## src/rtl/sram_line_port_ctrl.sv

```systemverilog
// sram_line_port_ctrl: valid/ready front-end for the single-port line SRAM.
// It tracks fixed-latency reads and buffers returned lines in a credit-gated FIFO.
module sram_line_port_ctrl #(
  parameter int DATA_WIDTH    = 128,
  parameter int ADDRESS_WIDTH = 7,
  parameter int READ_LATENCY  = 2,
  parameter int RSP_DEPTH     = 4
) (
  input  logic                     i_clk,
  input  logic                     i_rst_n,
  input  logic                     i_req_valid,
  output logic                     o_req_ready,
  input  logic                     i_req_write,
  input  logic [ADDRESS_WIDTH-1:0] i_req_address,
  input  logic [DATA_WIDTH-1:0]    i_req_data,
  output logic                     o_rsp_valid,
  input  logic                     i_rsp_ready,
  output logic [DATA_WIDTH-1:0]    o_rsp_data,
  output logic                     o_busy,
  output logic [ADDRESS_WIDTH-1:0] o_sram_address,
  output logic [DATA_WIDTH-1:0]    o_sram_write_data,
  output logic                     o_sram_write_enable,
  input  logic [DATA_WIDTH-1:0]    i_sram_read_data
);
  localparam int PW = RSP_DEPTH > 1 ? $clog2(RSP_DEPTH) : 1;
  localparam int CW = $clog2(RSP_DEPTH + 1);
  localparam int OW = $clog2(RSP_DEPTH + READ_LATENCY + 1);
  logic [READ_LATENCY-1:0] pipe;
  logic [PW-1:0]           wr_ptr, rd_ptr;
  logic [CW-1:0]           count;
  logic                    ready_en;
  logic [DATA_WIDTH-1:0]   mem [RSP_DEPTH];
  logic [OW-1:0]           occ;
  logic                    accept, rd_accept, push, pop;
  // Reads in flight already own a FIFO slot, so credit counts them too.
  always_comb begin
    occ = OW'(count);
    for (int i = 0; i < READ_LATENCY; i++) occ = occ + OW'(pipe[i]);
  end
  assign o_req_ready         = ready_en && (occ < OW'(RSP_DEPTH));
  assign accept              = i_req_valid && o_req_ready;
  assign rd_accept           = accept && !i_req_write;
  assign push                = pipe[READ_LATENCY-1];
  assign pop                 = o_rsp_valid && i_rsp_ready;
  assign o_rsp_valid         = count != '0;
  assign o_rsp_data          = mem[rd_ptr];
  assign o_busy              = (|pipe) || (count != '0);
  assign o_sram_address      = i_req_address;
  assign o_sram_write_data   = i_req_data;
  assign o_sram_write_enable = accept && i_req_write;
  always_ff @(posedge i_clk or negedge i_rst_n) begin
    if (!i_rst_n) begin
      pipe     <= '0;
      wr_ptr   <= '0;
      rd_ptr   <= '0;
      count    <= '0;
      ready_en <= 1'b0;
    end else begin
      ready_en <= 1'b1;
      pipe     <= READ_LATENCY'({pipe, rd_accept});
      count    <= count + CW'(push) - CW'(pop);
      if (push) wr_ptr <= (wr_ptr == PW'(RSP_DEPTH - 1)) ? '0 : wr_ptr + 1'b1;
      if (pop) rd_ptr <= (rd_ptr == PW'(RSP_DEPTH - 1)) ? '0 : rd_ptr + 1'b1;
    end
  end
  always_ff @(posedge i_clk) begin
    if (push) mem[wr_ptr] <= i_sram_read_data;
  end
  a_no_overflow: assert property (@(posedge i_clk) disable iff (!i_rst_n)
    !(push && count == CW'(RSP_DEPTH)));
endmodule

```

## config.mk

```make
export PLATFORM = sky130hd
export DESIGN_NAME = sram_line_port_ctrl
export DESIGN_NICKNAME = d
export VERILOG_FILES = /design/src/rtl/sram_line_port_ctrl.sv
export SDC_FILE = /design/constraint.sdc
export NUM_CORES = 1
export LEC_CHECK = 0
export CAP_MARGIN = 40
export CORE_AREA = 2 2 206 208
export CTS_CLUSTER_DIAMETER = 100
export DETAILED_ROUTE_END_ITERATION = 8
export DIE_AREA = 0 0 208 210
export MAX_ROUTING_LAYER = met4
export PLACE_DENSITY = 0.83
export REMOVE_ABC_BUFFERS = 1
export SKIP_LAST_GASP = 1
export SYNTH_ARGS = -nofsm -noshare
export SYNTH_HDL_FRONTEND = slang
export SYNTH_SLANG_ARGS = --single-unit
```

## constraint.sdc

```tcl
create_clock -name i_clk -period 9.3 [get_ports i_clk]
set_input_delay 2.325 -clock i_clk [delete_from_list [all_inputs] [get_ports i_clk]]
set_output_delay 2.325 -clock i_clk [all_outputs]
set_load 0.005 [all_outputs]
```

# --- After elaboration in Yosys (flattened, before gate mapping) ---
# Memory sizes are Yosys's and may differ from the RTL's.
# Index checks and enable logic that the tools add are counted.
totals:
  reg_bits: 10
  mem_bits_rw: 512
  inputBits: 268
  out_inout_bits: 267
  n_memories: 1
  wordCells: 28
mem_list:
  columns: ["memory", "depth", "word_bits", "rd", "rd_ports_with_merged_regs", "write_ports", "line", "rtl"]
  rows:
  - ["mem", 4, 128, 1, 0, 1, "32", "logic [DATA_WIDTH-1:0] mem [RSP_DEPTH];"]
classes:
  eq_ne: 2
  addsub: 6
  n_reduce_logical: 9
  n_lt_le_gt_ge: 1
  n_mux: 4
op_table:
  columns: ["cell", "n"]
  rows:
  - ["$add A3 B1 Y3", 3]
  - ["$logic_and A1 B1 Y1", 5]
  - ["$add A2 B1 Y2 const B", 2]
  - ["$eq A2 B2 Y1 const B", 2]
  - ["$mux W2", 2]
  - ["$lt A3 B3 Y1 const B", 1]
  - ["$reduce_bool A3 Y1", 1]
  - ["$sub A3 B1 Y3", 1]
  - ["$mux W1", 2]
  - ["$reduce_or A2 Y1", 1]
  - ["$logic_not A1 Y1", 1]
  - ["$logic_or A1 B1 Y1", 1]

# --- Depth between registers and ports, before layout ---
# Gate-level depths: netlist (run 1).
depth:
  word_depth: 6
  mapped_depth: 10
  depth_no_buf: 10

# --- Worst setup path before layout (run 1) ---
# No wires, ideal clock.
synth_timing:
  path_kind: "in2out"
  from: "input i_req_write"
  to: "output o_sram_write_enable"
  t_arrival_ns: 2.613
  required_time_ns: 6.975
  setup_slack_ns: 4.362
  path_stages: 2
  n_path_buf: 0
  cell_sequence: "nand3_1 nor3b_1"
synth_between:
  elab_chain_cells: 1
synth_lines:
  columns: ["element", "line", "rtl"]
  rows:
  - ["from (decl)", "13", "input logic i_req_write,"]
  - ["$logic_and A1 B1 Y1", "50", "assign o_sram_write_enable = accept && i_req_write;"]
  - ["to (decl)", "22", "output logic o_sram_write_enable,"]
# Every way passes these cells.

# --- Worst setup path in the final report (run 1) ---
layout_timing:
  from: "input i_req_valid"
  to: "output o_sram_write_enable"
layout_between:
  elab_chain_cells: 2
layout_lines:
  columns: ["element", "line", "rtl"]
  rows:
  - ["from (decl)", "11", "input logic i_req_valid,"]
  - ["$logic_and A1 B1 Y1", "41", "assign accept = i_req_valid && o_req_ready;"]
  - ["$logic_and A1 B1 Y1", "50", null]
# Every way passes these cells.

==> results.cfg, run 1 <==
[sta]
slew_viol_final = 0
grt_setup_unrepaired = false
worst_slew_pin_slew_ns = 0.811
post-route-period-util_pct = 64.8
fmax_mhz = 166
slew_headroom_pct = 45.9
fin_skew_ns = 0.0101
period_needed_ns = 6.03
finalHoldViolations = 0
finalSetupViolCount = 0
setup_tns_ns = 0

[logic_synthesis]
synth_edf_count = 512
synth_top_family_by_area = multiplexers
async_reset_ff_share_pct = 1.92
synth_area_leaders = edfxtp_1 (77%), mux4_2 (14%), buf_4 (5.1%)
yosysWarningCount = 0
synth_xor_area_share_pct = 0.0874
synth_seq_area_share_pct = 77.9
synth-simple-area-share_pct = 0.487
ys_top_cells_by_count = edfxtp_1 (512), buf_4 (137), mux4_2 (128)
synth_compound_area_share_pct = 0.0999
synth_top_area_share_pct = 76.7
ys_ff_latch = 522
yosys.cell_types.count = 25
muxShareOfSynthArea_pct = 14.5
synth_top_area_cell = edfxtp_1
synthCells = 857
syn_avg_cell_area_sq_um = 23.4
synth_top_flop_cell = edfxtp_1
syn-cell-area_sq_um = 20000
yosysMostFrequentCell = edfxtp_1
synth-adder-area-share_pct = 0.599

[outcome]
run_status = finished, final reports clean

[layout]
finalCoreUtilization_pct = 58.0
syn2layout_area_growth_pct = 20.0
drive_gt1_share_pct = 20.7
final_nets = 1303
antenna_cells = 0
fillers = 2983

[setup_path]
r2r-end = mem[0][118]
crit_fanout = 2
reg2reg_slack_ns = 6.87
critPathKind = in -> out
crit_path_end_kind = output port
worst_ep_required_time_ns = 6.98
start_kind = input port
crit_arrival_ns = 3.70
reg2reg_depth = 5
r2r-start = wr_ptr[0]

[floorplan]
io_pins = 535
fp-row-count = 75
die_w_um = 208
die_y_um = 210
start_util_pct = 48.3
dieArea_sq_um = 43700
core_area_sq_um = 41500

[drt]
wl_per_cell_um = 43.1
drc = 0
drt.antenna.violating_nets = 0
drt-total-wl_um = 69200
viasPerCell = 5.82
drtIter0Drc = 704
vias = 9338
dr.pass1.iters = 7

[hold_path]
hold_path.class = reg -> reg
min_path_cells = 0
min-delay-start = pipe[0]
holdPathEnd = pipe[1]

[clocking]
cts.sinks = 522
cts_resized = 0
cts_tree = built
hold_buffers = 0
clk_path_buf_depth = 3
clock-root-buffer = clkbuf_16
path_clk_slew_ns = 0.06
cts_setup_buffers = 0
numCtsBuffers = 50
cts.htree.levels = 2
clk-insertion-delay-late_ns = 0.59

[global_route]
grt_max_degree = 88
grt_util_all_layers_pct = 32.8
grt_overflow = 0
antenna_found_initial = 0
grt_pass1_vias = 9544
grt_first_pass_wirelength_um = 89900

[placed_design]
globalplace.congestion = 1.13
io_buffer_count = 264
hpwl_um = 53800

[job]
maxCapViolCount = 0

[power_and_ir_drop]
p_leak_nw = 7.66
power_density_nw_per_um2 = 274
vdd_drop_max_uv = 198
routing by layer:
metal | global-route usage, % | wire length (um) | part of all wire [%] | vias to the layer above
met5 | - | 0 | 0 | -
li1 | - | - | - | 3730
met1 | 23.1 | 15900 | 23 | 4737
met3 | 34.7 | 16800 | 24 | 130
met2 | 49.5 | 32400 | 47 | 741
met4 | 16.6 | 4050 | 5.9 | 0
kinds of logic after synthesis:
family	Yosys count
DFF	522
buffers and inverters	172
muxes	130
and+or+nand+nor	17
adders and majority gates	9
AOI/OAI and AO/OA	4
xor gates and xnor gates	2
other	1
power by group:
part | switching [mW] | total [mW] | leakage [nW] | internal, mW
logic | 0.706 | 1.80 | 2.14 | 1.09
clock network | 0.845 | 2.02 | 0.790 | 1.17
registers | 0.0838 | 2.78 | 4.73 | 2.69
final cells by class:
cell class | instances | area (sq um) | share of cell area [%]
Clock buffer | 68 | 1410 | 5.87
Clock inverter | 24 | 220 | 0.915
Inverter | 8 | 30.0 | 0.125
Multi-Input combinational cell | 163 | 3170 | 13.2
Sequential cell | 522 | 15600 | 65.0
Tap cell | 539 | 674 | 2.80
Timing Repair Buffer | 281 | 2920 | 12.1
sequential cells by signal, summed over array words and instances, names as in the netlist:
name and count:
mem 512, count 3, pipe 2, rd_ptr 2, wr_ptr 2, ready_en 1
through the flow:
step                      power [mW]  setup slack [ns]  std cells  hold WS [ns]  instance area, sq um
after global routing            6.81              3.17       1605         0.414                 24100
final                           6.59              3.27       1605         0.419                 24100
after global placement          4.58              3.36       1506         0.386                 22200
after floorplan                 3.84              1.34        693         0.368                 18800
after detailed placement        4.64              3.28       1513         0.390                 22400
after CTS                       6.64              3.26       1605         0.408                 24100
worst max-delay path by stage:
stage	depth (start not counted)	startpoint	endpoint	slack, ns
floorplan	1	rd_ptr[0]	o_rsp_data[0]	1.34
global route	4	i_req_valid	o_sram_write_enable	3.17
detailed placement	4	i_req_valid	o_sram_write_enable	3.28
finish	4	i_req_valid	o_sram_write_enable	3.27
CTS	4	i_req_valid	o_sram_write_enable	3.26
global placement	4	i_req_valid	o_sram_write_enable	3.36
cells in the final DEF (no fill, tap or decap):
master and count:
clkdlybuf4s50_1 264, clkbuf_1 12, inv_8 1, buf_12 2, fa_1 1, nor2_1 2, nor3_1 1, clkinv_4 1
conb_1 1, inv_1 8, o21ai_0 3, bufinv_16 4, nor3b_1 2, clkinv_1 12, clkbuf_8 3, and2_4 4
a21oi_1 1, buf_4 9, nand3_1 1, buf_16 6, edfxtp_1 512, and3b_1 1, mux2_2 2, clkbuf_16 53
nand3b_1 1, xnor2_1 2, clkinv_2 4, clkinvlp_4 2, dfrtp_4 2, dfrtp_1 8, ha_1 8, or3_1 2
nand2_1 3, mux4_2 128
worst max-delay path, stage by stage:
cell and delay (ns):
clkdlybuf4s50_1 0.49, nand3_1 0.08, nor3b_1 0.25, clkdlybuf4s50_1 0.56
Note: power is estimated with default switching activity, not from simulation.
==> inputs of run 2 (changes only) <==
--- a/config.mk
+++ b/config.mk
@@ -6,12 +6,11 @@
 export NUM_CORES = 1
 export LEC_CHECK = 0
 export CAP_MARGIN = 40
-export CORE_AREA = 2 2 206 208
+export CORE_UTILIZATION = 44
 export CTS_CLUSTER_DIAMETER = 100
 export DETAILED_ROUTE_END_ITERATION = 8
-export DIE_AREA = 0 0 208 210
 export MAX_ROUTING_LAYER = met4
-export PLACE_DENSITY = 0.83
+export PLACE_DENSITY = 0.8
 export REMOVE_ABC_BUFFERS = 1
 export SKIP_LAST_GASP = 1
 export SYNTH_ARGS = -nofsm -noshare
==> constraint.sdc (replaced) <==
create_clock -name i_clk -period 5.46 [get_ports i_clk]
set_input_delay 1.365 -clock i_clk [delete_from_list [all_inputs] [get_ports i_clk]]
set_output_delay 1.365 -clock i_clk [all_outputs]
set_load 0.005 [all_outputs]
==> run 2 against run 1 <==
Against the previous run: register-to-register slack lost 3.8 ns; routed wire length fell by 2.9%; count of clock-buffer cells in the layout is 1 higher; utilization fell by 4.0 points; via count decreased by 1.7%; worst setup slack lost 2.2 ns; design area hardly changed; sequential share of layout area hardly changed; first-iteration DRC count grew 0.85%; clock skew is 0.0087 ns higher; die area grew 6.3%.
==> results.cfg, run 2 (synthesized netlist as in run 1, its figures left out) <==
[sta]
worst_slew_pin_slew_ns = 0.775
setup_tns_ns = 0
slew_headroom_pct = 48.3
fin_skew_ns = 0.0188
fin_ws_ns = 1.04
finalHoldViolations = 0
finalSetupViolCount = 0
post-route-period-util_pct = 81.0
fmax_mhz = 226
grt_setup_unrepaired = false
period_needed_ns = 4.42
slew_viol_final = 0

[clocking]
path_clk_slew_ns = 0.06
hold_buffers = 0
clk_path_buf_depth = 3
cts_setup_buffers = 0
cts.sinks = 522
clock-root-buffer = clkbuf_16
cts.htree.levels = 2
clk-insertion-delay-late_ns = 0.60
cts_tree = built
numCtsBuffers = 52
cts_resized = 0

[placed_design]
hpwl_um = 51500
globalplace.congestion = 1.07
io_buffer_count = 264
dp_slack_ns = 1.43
placed_cells = 1564

[floorplan]
die_y_um = 215
dieArea_sq_um = 46400
die_w_um = 215
io_pins = 535
fp-row-count = 77
start_util_pct = 44.9
core_area_sq_um = 44600

[global_route]
grt_util_all_layers_pct = 30.1
antenna_found_initial = 3
grt_overflow = 0
grt_first_pass_wirelength_um = 87400
grt_pass1_vias = 9377
grt_max_degree = 85

[setup_path]
path_cells = buf_4 -> mux4_2 -> clkdlybuf4s50_1
critPathKind = reg -> out
reg2reg_slack_ns = 3.03
worst_ep_required_time_ns = 4.09
crit_fanout = 35
slowest_delay_ns = 0.89
critPathSlowestCell = dfrtp_4
cp_top_family = buffers and inverters
critPathBufInv = 2
crit_arrival_ns = 3.06
crit_path_end_kind = output port
start_kind = register

[layout]
final_nets = 1303
reg_top3 = mem: 512 flops, count: 3 flops
final_common_cell = edfxtp_1
largest_reg_flops = 512
finalCoreUtilization_pct = 54.0
top_register = mem
mostFrequentLayoutCells = edfxtp_1 (512), clkdlybuf4s50_1 (264), mux4_2 (128), clkbuf_16 (53), clkbuf_1 (14)
fin_cells = 1660
drive_gt1_share_pct = 20.8
syn2layout_area_growth_pct = 20.1

[power_and_ir_drop]
p_leak_nw = 7.65
power_density_nw_per_um2 = 465
vdd_drop_max_uv = 258
finalPower_mw = 11.2

[drt]
drc = 0
vias = 9181
viasPerCell = 5.53
dr.pass1.iters = 5
wl_per_cell_um = 40.4
drt.antenna.violating_nets = 0
drtIter0Drc = 710
drt-total-wl_um = 67100

[hold_path]
hold_path.class = reg -> reg

[job]
maxCapViolCount = 0

[outcome]
run_status = finished, final reports clean
==> run 2: cell count changes in the layout (fill, tap and decap cells not counted), sizes merged <==
| cell | delta |
|---|---|
| diode | +3 |
| clkinvlp | -2 |
| clkinv | +2 |
| clkbuf | +1 |
| buf | -2 |
==> run 2: metal layers <==
layer  share of wire, %  vias to the layer above  GRT usage [%]
met4                5.1                        0           13.0
li1                   -                     3738              -
met2                 44                      705           42.8
met1                 25                     4620           22.9
met5                  0                        -              -
met3                 26                      118           34.0
==> run 2: final timing paths <==
| check | from | end | cells past startpoint |
|---|---|---|---|
| max in group asynchronous | i_rst_n | rd_ptr[1] | 1 |
| min | pipe[0] | pipe[1] | 0 |
| max | rd_ptr[0] | o_rsp_data[73] | 3 |
| max reg2reg | wr_ptr[0] | mem[0][94] | 5 |
| min reg2reg | pipe[0] | pipe[1] | 0 |
| min in group asynchronous | i_rst_n | rd_ptr[0] | 1 |
==> run 2: metrics by stage <==
step | cell area, sq um | hold WS (ns)
finish | 24100 | 0.418
floorplan | 18800 | 0.368
global route | 24100 | 0.418
CTS | 24100 | 0.414
global placement | 22400 | 0.380
detailed placement | 22400 | 0.405
==> run 2: area by class of cell <==
type	instances	area [sq um]
fill	3315	20500
clock buffer	69	1410
antenna	3	7.51
tap	592	741
clock inverter	24	213
inverter	8	30.0
sequential	522	15600
timing repair buffer	279	2870
multi-input combinational	163	3170
==> run 2: power breakdown <==
part / internal, mW / switching, mW / leakage (nW) / total, mW
clock: 1.99 / 1.45 / 0.798 / 3.43
sequential: 4.59 / 0.205 / 4.73 / 4.79
combinational: 1.85 / 1.12 / 2.12 / 2.97
total: 8.42 / 2.78 / 7.65 / 11.2
